### src/rtl/vga_timing_gen.sv
// Raster timing generator: hs/vs/blank, look-ahead rd_req, x/y, sol/sof, frame count.
// Latency: outputs registered, one cycle behind the h/v counters; enable-to-first-sof is 2 cycles.
// Backpressure: none; the raster free-runs and rd_req must be honoured by the pixel FIFO.
module vga_timing_gen #(
   parameter int HDISP   = 800,
   parameter int HFP     = 40,
   parameter int HPULSE  = 48,
   parameter int HBP     = 40,
   parameter int VDISP   = 480,
   parameter int VFP     = 13,
   parameter int VPULSE  = 3,
   parameter int VBP     = 29,
   parameter bit HS_POL  = 1'b0,
   parameter bit VS_POL  = 1'b0,
   parameter int RD_LEAD = 1,
   parameter int FCNT_W  = 16
) (
   input  logic                       pixel_clk,
   input  logic                       pixel_rst_n,
   input  logic                       enable,
   output logic                       hs,
   output logic                       vs,
   output logic                       blank,
   output logic                       rd_req,
   output logic [$clog2(HDISP)-1:0]   x,
   output logic [$clog2(VDISP)-1:0]   y,
   output logic                       sol,
   output logic                       sof,
   output logic [FCNT_W-1:0]          frame_cnt,
   output logic                       running
);

   localparam int HBLANK = HFP + HPULSE + HBP;
   localparam int HTOTAL = HBLANK + HDISP;
   localparam int VBLANK = VFP + VPULSE + VBP;
   localparam int VTOTAL = VBLANK + VDISP;
   localparam int HW     = $clog2(HTOTAL);
   localparam int VW     = $clog2(VTOTAL);
   localparam int XW     = $clog2(HDISP);
   localparam int YW     = $clog2(VDISP);

   localparam logic [HW-1:0] H_SYNC_S = HW'(HFP);
   localparam logic [HW-1:0] H_SYNC_E = HW'(HFP + HPULSE);
   localparam logic [HW-1:0] H_ACT    = HW'(HBLANK);
   localparam logic [HW-1:0] H_LAST   = HW'(HTOTAL - 1);
   localparam logic [VW-1:0] V_SYNC_S = VW'(VFP);
   localparam logic [VW-1:0] V_SYNC_E = VW'(VFP + VPULSE);
   localparam logic [VW-1:0] V_ACT    = VW'(VBLANK);
   localparam logic [VW-1:0] V_LAST   = VW'(VTOTAL - 1);

   // One extra bit so h + RD_LEAD cannot wrap near the end of the line.
   localparam logic [HW:0]   H_ACT_X  = (HW+1)'(HBLANK);
   localparam logic [HW:0]   H_TOT_X  = (HW+1)'(HTOTAL);
   localparam logic [HW:0]   LEAD_X   = (HW+1)'(RD_LEAD);

   localparam logic [1:0] ST_IDLE  = 2'd0;
   localparam logic [1:0] ST_RUN   = 2'd1;
   localparam logic [1:0] ST_DRAIN = 2'd2;

   // Refuse to build a raster with empty porch/sync windows or a lead past the back porch.
   generate
      if (RD_LEAD < 0 || RD_LEAD > HBP || HFP < 1 || HPULSE < 1 || HBP < 1 ||
          VFP < 1 || VPULSE < 1 || VBP < 1) begin : g_bad_cfg
         $error("vga_timing_gen: illegal porch/sync/RD_LEAD parameters");
      end
   endgenerate

   logic [1:0]    state, state_nxt;
   logic [HW-1:0] h, h_nxt;
   logic [VW-1:0] v, v_nxt;
   logic          h_end, frame_end;

   logic          act;
   logic          hs_nxt, vs_nxt, blank_nxt, rd_nxt, sol_nxt, sof_nxt;
   logic [XW-1:0] x_nxt;
   logic [YW-1:0] y_nxt;
   logic [HW:0]   h_lead;

   assign h_end     = (h == H_LAST);
   assign frame_end = h_end && (v == V_LAST);
   assign act       = (state != ST_IDLE);

   // Run/drain FSM and raster counters; drain only exits on the last pixel of a frame.
   always_comb begin
      state_nxt = state;
      h_nxt     = h;
      v_nxt     = v;
      case (state)
         ST_IDLE: begin
            h_nxt = '0;
            v_nxt = '0;
            if (enable) state_nxt = ST_RUN;
         end
         ST_RUN, ST_DRAIN: begin
            if (h_end) begin
               h_nxt = '0;
               v_nxt = (v == V_LAST) ? '0 : v + 1'b1;
            end else begin
               h_nxt = h + 1'b1;
            end
            if (state == ST_RUN) begin
               if (!enable) state_nxt = ST_DRAIN;
            end else if (enable) begin
               state_nxt = ST_RUN;
            end else if (frame_end) begin
               state_nxt = ST_IDLE;
            end
         end
         default: begin
            state_nxt = ST_IDLE;
            h_nxt     = '0;
            v_nxt     = '0;
         end
      endcase
   end

   // Decode of the current counter position; everything is forced idle outside RUN/DRAIN.
   always_comb begin
      h_lead    = {1'b0, h} + LEAD_X;
      hs_nxt    = (act && h >= H_SYNC_S && h < H_SYNC_E) ? HS_POL : ~HS_POL;
      vs_nxt    = (act && v >= V_SYNC_S && v < V_SYNC_E) ? VS_POL : ~VS_POL;
      blank_nxt = act && (h >= H_ACT) && (v >= V_ACT);
      x_nxt     = blank_nxt ? XW'(h - H_ACT) : '0;
      y_nxt     = blank_nxt ? YW'(v - V_ACT) : '0;
      rd_nxt    = act && (v >= V_ACT) && (h_lead >= H_ACT_X) && (h_lead < H_TOT_X);
      sol_nxt   = act && (h == '0);
      sof_nxt   = sol_nxt && (v == '0);
   end

   // State and counter registers.
   always_ff @(posedge pixel_clk or negedge pixel_rst_n) begin
      if (!pixel_rst_n) begin
         state <= ST_IDLE;
         h     <= '0;
         v     <= '0;
      end else begin
         state <= state_nxt;
         h     <= h_nxt;
         v     <= v_nxt;
      end
   end

   // Output registers; frame_cnt steps in the same edge that raises sof.
   always_ff @(posedge pixel_clk or negedge pixel_rst_n) begin
      if (!pixel_rst_n) begin
         hs        <= ~HS_POL;
         vs        <= ~VS_POL;
         blank     <= 1'b0;
         rd_req    <= 1'b0;
         x         <= '0;
         y         <= '0;
         sol       <= 1'b0;
         sof       <= 1'b0;
         frame_cnt <= '0;
         running   <= 1'b0;
      end else begin
         hs        <= hs_nxt;
         vs        <= vs_nxt;
         blank     <= blank_nxt;
         rd_req    <= rd_nxt;
         x         <= x_nxt;
         y         <= y_nxt;
         sol       <= sol_nxt;
         sof       <= sof_nxt;
         running   <= act;
         if (sof_nxt) frame_cnt <= frame_cnt + 1'b1;
      end
   end

endmodule

### config.mk
export PLATFORM = sky130hd
export DESIGN_NAME = vga_timing_gen
export DESIGN_NICKNAME = d
export VERILOG_FILES = /design/src/rtl/vga_timing_gen.sv
export SDC_FILE = /design/constraint.sdc
export NUM_CORES = 1
export LEC_CHECK = 0
export CORE_MARGIN = 2
export CORE_UTILIZATION = 44
export DETAILED_ROUTE_END_ITERATION = 10
export PLACE_DENSITY = 0.77
export SLEW_MARGIN = 20
export SYNTH_ARGS = -nofsm -noshare
export SYNTH_HDL_FRONTEND = slang
export SYNTH_SLANG_ARGS = --single-unit
### constraint.sdc
create_clock -name pixel_clk -period 2.5 [get_ports pixel_clk]
set_input_delay 0.25 -clock pixel_clk [delete_from_list [all_inputs] [get_ports pixel_clk]]
set_output_delay 0.25 -clock pixel_clk [all_outputs]
set_load 0.02 [all_outputs]
==> impl_metrics.yaml, run 1 <==
worst_setup_path:
  path_class: "reg2reg"
  critPathLaunchType: "flop"
  crit_path_end_kind: "flop"
  cp_num_cells: 6
  path_cells: "inv_1 > ha_1 > or3b_2 > o41a_1 > or4b_1 > o311ai_1"
  path_buf_inv: 1
  crit_fanout: 7
  critPathRequiredTime_ps: 2750
  reg2reg_depth: 6
  slowest_delay_ps: 500
  crit_arrival_ps: 2600
  cp_slowest_cell: "or3b_2"
  path_delay_family: "simple AND/OR/NAND/NOR gates"
power:
  clockPowerShare_pct: 29.7
  power.share.sequential_pct: 41.8
  p_comb_share_pct: 28.4
  cellPowerDensity_nw_per_um2: 737
  switching_share_pct: 33.1
  worst_ir_drop_vdd_uv: 317
  power_leakage_nw: 1.80
  p_int_mw: 1.98
  p_switching_uw: 978
timing:
  clock.fmax_mhz: 426
  worstMarginPinSlew_ps: 553
  setup_tns_ps: 0
  whs_ps: 294
  setup_viol: 0
  skew_ps: 15.0
  period_share_pct: 94.0
  drv_slew: 0
  finalHoldViolations: 0
  final.min_clock_period_ps: 2350
  slew_headroom_pct: 62.8
  rsz0062_at_grt: "false"
yosys:
  synth_area_per_cell_um2: 9.90
  netlist-cell-type-count: 45
  synthFlopType: "dfrtp_1"
  synth_seq_cells: 64
  async_reset_ff_share_pct: 100
  synth_top_area_share_pct: 48.7
  synth_nets: 339
  ys_warn_count: 0
  synth_edf_count: 0
  yosysSeqAreaShare_pct: 50.3
  synthCells: 322
  synth_top_cell_by_area: "dfrtp_1"
  synthTopCellsByArea: "dfrtp_1 49%, ha_1 5.5%, nor2_1 5.1%"
  syn_area_um2: 3190
layout:
  syn_to_final_growth_pct: 26.1
  final_common_cell: "dfrtp_1"
  final_cell_mix: "60 x dfrtp_1, 43 x nor2_1, 43 x clkdlybuf4s50_1"
  final_util_pct: 56.3
  nFillCells: 616
  final_nets: 398
  final_layout_size_suffix_gt1_share_pct: 12.2
  diodes: 0
floorplanning:
  core_region_area_um2: 7140
  rows: 31
  io_pins: 45
  start_util_pct: 44.7
  die_w_um: 89.1
  die_area_um2: 7940
  die_h_um: 89.1
worst_hold_path:
  hp-class: "in2async"
grt:
  grt_start_max_net_pins: 29
  track_usage_pct: 18.9
  grt_pass1_vias: 2457
  grt_overflow_total: 0
  antenna_found_initial: 0
  grt_first_pass_wirelength_mm: 11.3
route:
  viasPerCell: 5.31
  drtAntennaViolNets: 0
  drc_errors: 0
  drt_pass1_iterations: 5
  drt_iter0_drc: 147
  wire_per_inst_um: 14.6
  routed_wl_mm: 7.10
  vias: 2574
clocking:
  cts_sinks: 64
  cts_tree: "yes"
  numCtsBuffers: 9
  cts.reportedPaths.clkPinSlew_ps: 80
  clock_path_buffers: 2
  h-tree-depth: 3
  cts_root_buf: "clkbuf_8"
  clock_latency_ps: 350
placement:
  port_buffers: 44
  gp_congestion: 0.861
  hpwl_mm: 5.19
outcome:
  status: "finished, final reports clean"
job:
  maxCapViolCount: 0
## cell type report
type / count / area (µm²) / area share (%)
Clock buffer: 10 / 138 / 3.43
Clock inverter: 6 / 58.8 / 1.46
Sequential cell: 64 / 1610 / 40.0
Multi-Input combinational cell: 228 / 1460 / 36.3
Tap cell: 99 / 124 / 3.08
Inverter: 16 / 60.1 / 1.49
Timing Repair Buffer: 62 / 573 / 14.3
## logic make-up after synthesis
logic type,after synthesis,synth area share (%)
AND/OR/NAND/NOR,137,21.8
flip-flops,64,50.3
AO/OA/AOI/OAI,41,8.09
XOR/XNOR,30,8.24
buffers and inverters,30,4.12
adder cells (fa/ha/maj),14,5.50
multiplexers,6,1.92
## timing repair
action	in CTS	in global routing
endpoints found under the setup margin	0	4
hold buffers	1	0
gates resized for setup	0	3
buffers inserted	0	1
endpoints found under the hold margin	9	0
## power groups by stage
| stage | logic, mW | clock network, mW | registers [mW] |
|---|---|---|---|
| floorplan | 0.420 | 0 | 1.31 |
| global placement | 0.808 | 0 | 1.25 |
| detailed placement | 0.835 | 0 | 1.25 |
| CTS | 0.840 | 0.896 | 1.23 |
| global route | 0.932 | 0.932 | 1.25 |
| finish | 0.842 | 0.881 | 1.24 |
## sequential cells by signal (all words and copies together), names as in the netlist
name	flops
frame_cnt	16
running	1
vs	1
sol	1
sof	1
v	10
rd_req	1
x	10
state	2
y	9
hs	1
h	10
blank	1
## stage by stage
step / instances / total power, mW / area, µm² / worst slack (ps)
finish: 485 / 2.96 / 4020 / 151
global route: 485 / 3.12 / 4020 / 43.6
CTS: 484 / 2.97 / 4000 / 116
detailed placement: 467 / 2.09 / 3790 / 127
global placement: 467 / 2.05 / 3790 / 199
floorplan: 322 / 1.73 / 3190 / 92.5
## final timing paths
check	endpoint	from	slack, ps
worst max-delay path	state[1]$_DFFE_PN0P_	v[1]$_DFFE_PN0P_	150
worst min-delay path	y[0]$_DFF_PN0_	pixel_rst_n	290
worst max register to register	state[1]$_DFFE_PN0P_	v[1]$_DFFE_PN0P_	150
worst min register to register	frame_cnt[15]$_DFFE_PN0P_	frame_cnt[15]$_DFFE_PN0P_	480
max in group asynchronous	vs$_DFF_PN1_	pixel_rst_n	1550
min in group pixel_clk	frame_cnt[15]$_DFFE_PN0P_	frame_cnt[15]$_DFFE_PN0P_	480
## synth_stat cells, drive strengths merged (2+ instances only)
library cell  instances
dfrtp                62
nor2                 43
nand2                23
o21ai                20
inv                  16
xnor2                16
ha                   14
xor2                 14
nand3                11
nor3                 11
clkbuf                9
nand4                 9
and2                  8
a21oi                 6
nor4                  6
o31ai                 6
or3                   6
and3                  5
buf                   5
mux2i                 5
nor2b                 3
or2                   3
or4                   3
dfstp                 2
## layer usage
layer,wire length [µm],part of all wire (%),track usage [%],up-vias
met5,0,0,0,-
met1,3210,45,24.3,1247
li1,-,-,-,1219
met2,3380,48,29.3,89
met3,364,5.1,5.72,19
met4,145,2.0,8.96,0
Power figures use the tool's default switching activity.
==> run 2, diff against run 1 <==
--- a/config.mk
+++ b/config.mk
@@ -6,9 +6,10 @@
 export NUM_CORES = 1
 export LEC_CHECK = 0
 export CORE_MARGIN = 2
-export CORE_UTILIZATION = 44
+export CORE_UTILIZATION = 29
 export DETAILED_ROUTE_END_ITERATION = 10
-export PLACE_DENSITY = 0.77
+export PLACE_DENSITY = 0.57
+export RECOVER_POWER = 25
 export SLEW_MARGIN = 20
 export SYNTH_ARGS = -nofsm -noshare
 export SYNTH_HDL_FRONTEND = slang
==> constraint.sdc (replaced) <==
create_clock -name pixel_clk -period 2.5 [get_ports pixel_clk]
set_input_delay 0.25 -clock pixel_clk [delete_from_list [all_inputs] [get_ports pixel_clk]]
set_output_delay 0.25 -clock pixel_clk [all_outputs]
set_load 0.1 [all_outputs]
==> run 2 against run 1 <==
The run now ends with capacitance limit, slew limit left. Global-route usage down 5.7 points. Sequential power about the same. Clock power rose by 10%. Combinational power rose by 43%. Routed wire length increased by 4.5%. First-iteration DRC count rose by 45%. Non-clock buffer count stayed put. Final area fell by 1.8%. Critical path depth unchanged. Critical endpoint unchanged. Largest cell class unchanged.
==> impl_metrics.yaml, run 2 (synthesis results as in run 1) <==
layout:
  final_common_cell: "dfrtp_1"
  syn_to_final_growth_pct: 23.8
  largest_reg_flops: 16
  top_register: "frame_cnt"
  diodes: 0
  fin_cells: 526
  final_nets: 398
  final_cell_mix: "61 x dfrtp_1, 46 x buf_4, 43 x nor2_1"
  final_layout_size_suffix_gt1_share_pct: 19.2
timing:
  worstMarginPinSlew_ps: 1690
  slew_headroom_pct: -12.4
  skew_ps: 9.92
  whs_ps: 485
  rsz0062_at_grt: "false"
  setup_tns_ps: 0
  finalHoldViolations: 0
  period_share_pct: 95.3
  drv_slew: 31
  clock.fmax_mhz: 420
  setup_viol: 0
  final.min_clock_period_ps: 2380
clocking:
  clock_path_buffers: 2
  cts_root_buf: "clkbuf_8"
  h-tree-depth: 3
  cts_sinks: 64
  numCtsBuffers: 9
  cts.reportedPaths.clkPinSlew_ps: 70
  clock_latency_ps: 350
  cts_tree: "yes"
  postCtsSetupBuffers: 0
route:
  drt_iter0_drc: 213
  viasPerCell: 4.79
  drc_errors: 0
  wire_per_inst_um: 14.1
  drtAntennaViolNets: 0
  drt_pass1_iterations: 4
  routed_wl_mm: 7.42
  dr_wl_met2_mm: 3.50
  wl_met3_um: 352
  vias: 2521
  highest_layer: "met4"
  met1Wirelength_mm: 3.44
grt:
  antenna_found_initial: 0
  grt_overflow_total: 0
  grt_pass1_vias: 2498
  grt_first_pass_wirelength_mm: 12.0
  track_usage_pct: 13.2
  grt_start_max_net_pins: 35
worst_hold_path:
  hp-start: "frame_cnt[15]$_DFFE_PN0P_"
  holdPathStages: 1
  holdPathEnd: "frame_cnt[15]$_DFFE_PN0P_"
  hp-class: "reg2reg"
placement:
  gp_congestion: 0.860
  port_buffers: 44
  hpwl_mm: 5.43
  place_inst: 509
power:
  cellPowerDensity_nw_per_um2: 864
  power_leakage_nw: 1.83
  worst_ir_drop_vdd_uv: 1000
  total_power_mw: 3.41
floorplanning:
  die_h_um: 109
  core_region_area_um2: 10800
  start_util_pct: 29.5
  die_area_um2: 11800
  rows: 38
  die_w_um: 109
  io_pins: 45
outcome:
  status: "complete, but fails checks"
  violations: "capacitance limit, slew limit"
worst_setup_path:
  path_class: "reg2reg"
  crit_path_end_kind: "flop"
  critPathLaunchType: "flop"
  crit_fanout: 6
  reg2reg_depth: 6
  r2r-start: "h[1]$_DFF_PN0_"
  crit_arrival_ps: 2620
  r2r-end: "state[1]$_DFFE_PN0P_"
  critPathRequiredTime_ps: 2740
  rrSetupSlack_ps: 120
job:
  maxCapViolCount: 1
==> run 2: cell count changes in the layout (fill, tap and decap cells not counted), sizes merged <==
| cell | before | now |
|---|---|---|
| clkdlybuf4s50 | 43 | 1 |
| clkinvlp | 0 | 1 |
| bufinv | 1 | 2 |
| clkbuf | 10 | 23 |
| clkinv | 5 | 3 |
| buf | 18 | 47 |
==> run 2: per-stage QoR <==
step           cell area [µm²]  util, %  setup slack (ps)
5_1_grt                   3950     36.6              1.75
6_report                  3950     36.6               118
4_1_cts                   3990     37.0               108
3_5_place_dp              3760     34.8               132
3_3_place_gp              3760     34.8               211
2_1_floorplan             3190        -              92.5
==> run 2: where the power goes <==
| part | switching [mW] | internal (mW) |
|---|---|---|
| combinational | 0.874 | 0.321 |
| clock | 0.390 | 0.583 |
| sequential | 0.109 | 1.13 |
==> run 2: worst max path at each step <==
stage,startpoint,end,slack (ps),cells after the start
2_1_floorplan,h[0]$_DFF_PN0_,state[1]$_DFFE_PN0P_,90,7
3_3_place_gp,h[0]$_DFF_PN0_,state[1]$_DFFE_PN0P_,210,6
3_5_place_dp,h[0]$_DFF_PN0_,state[1]$_DFFE_PN0P_,130,6
4_1_cts,h[0]$_DFF_PN0_,state[1]$_DFFE_PN0P_,110,6
5_1_grt,h[6]$_DFF_PN0_,frame_cnt[10]$_DFFE_PN0P_,2,5
6_report,h[1]$_DFF_PN0_,state[1]$_DFFE_PN0P_,120,6
==> run 2: layout make-up <==
| class | count | area, µm² |
|---|---|---|
| clock inverters | 6 | 82.6 |
| fillers | 1067 | 6850 |
| repair buffers | 62 | 434 |
| well taps | 140 | 175 |
| inverters | 16 | 60.1 |
| flip-flops and latches | 64 | 1610 |
| clock buffers | 10 | 138 |
| multi-input cells | 228 | 1450 |
==> run 2: worst max-delay path, cell delays in order, from the launching register on <==
cell,delay [ps]
dfrtp_1,440
ha_1,220
nand4_1,180
or3_4,460
o41a_1,440
or4b_1,470
o311ai_1,80
==> run 2: timing repair <==
action                                  CTS  global route
hold buffers                              1             0
endpoints found under the hold margin    29             0
resized for setup                         0             1
endpoints found under the setup margin    0             1
==> run 2: per-layer routing <==
| layer | GRT usage [%] | up-vias |
|---|---|---|
| met5 | 0 | - |
| li1 | - | 1224 |
| met1 | 16.3 | 1216 |
| met2 | 21.6 | 70 |
| met4 | 7.05 | 0 |
| met3 | 2.63 | 11 |
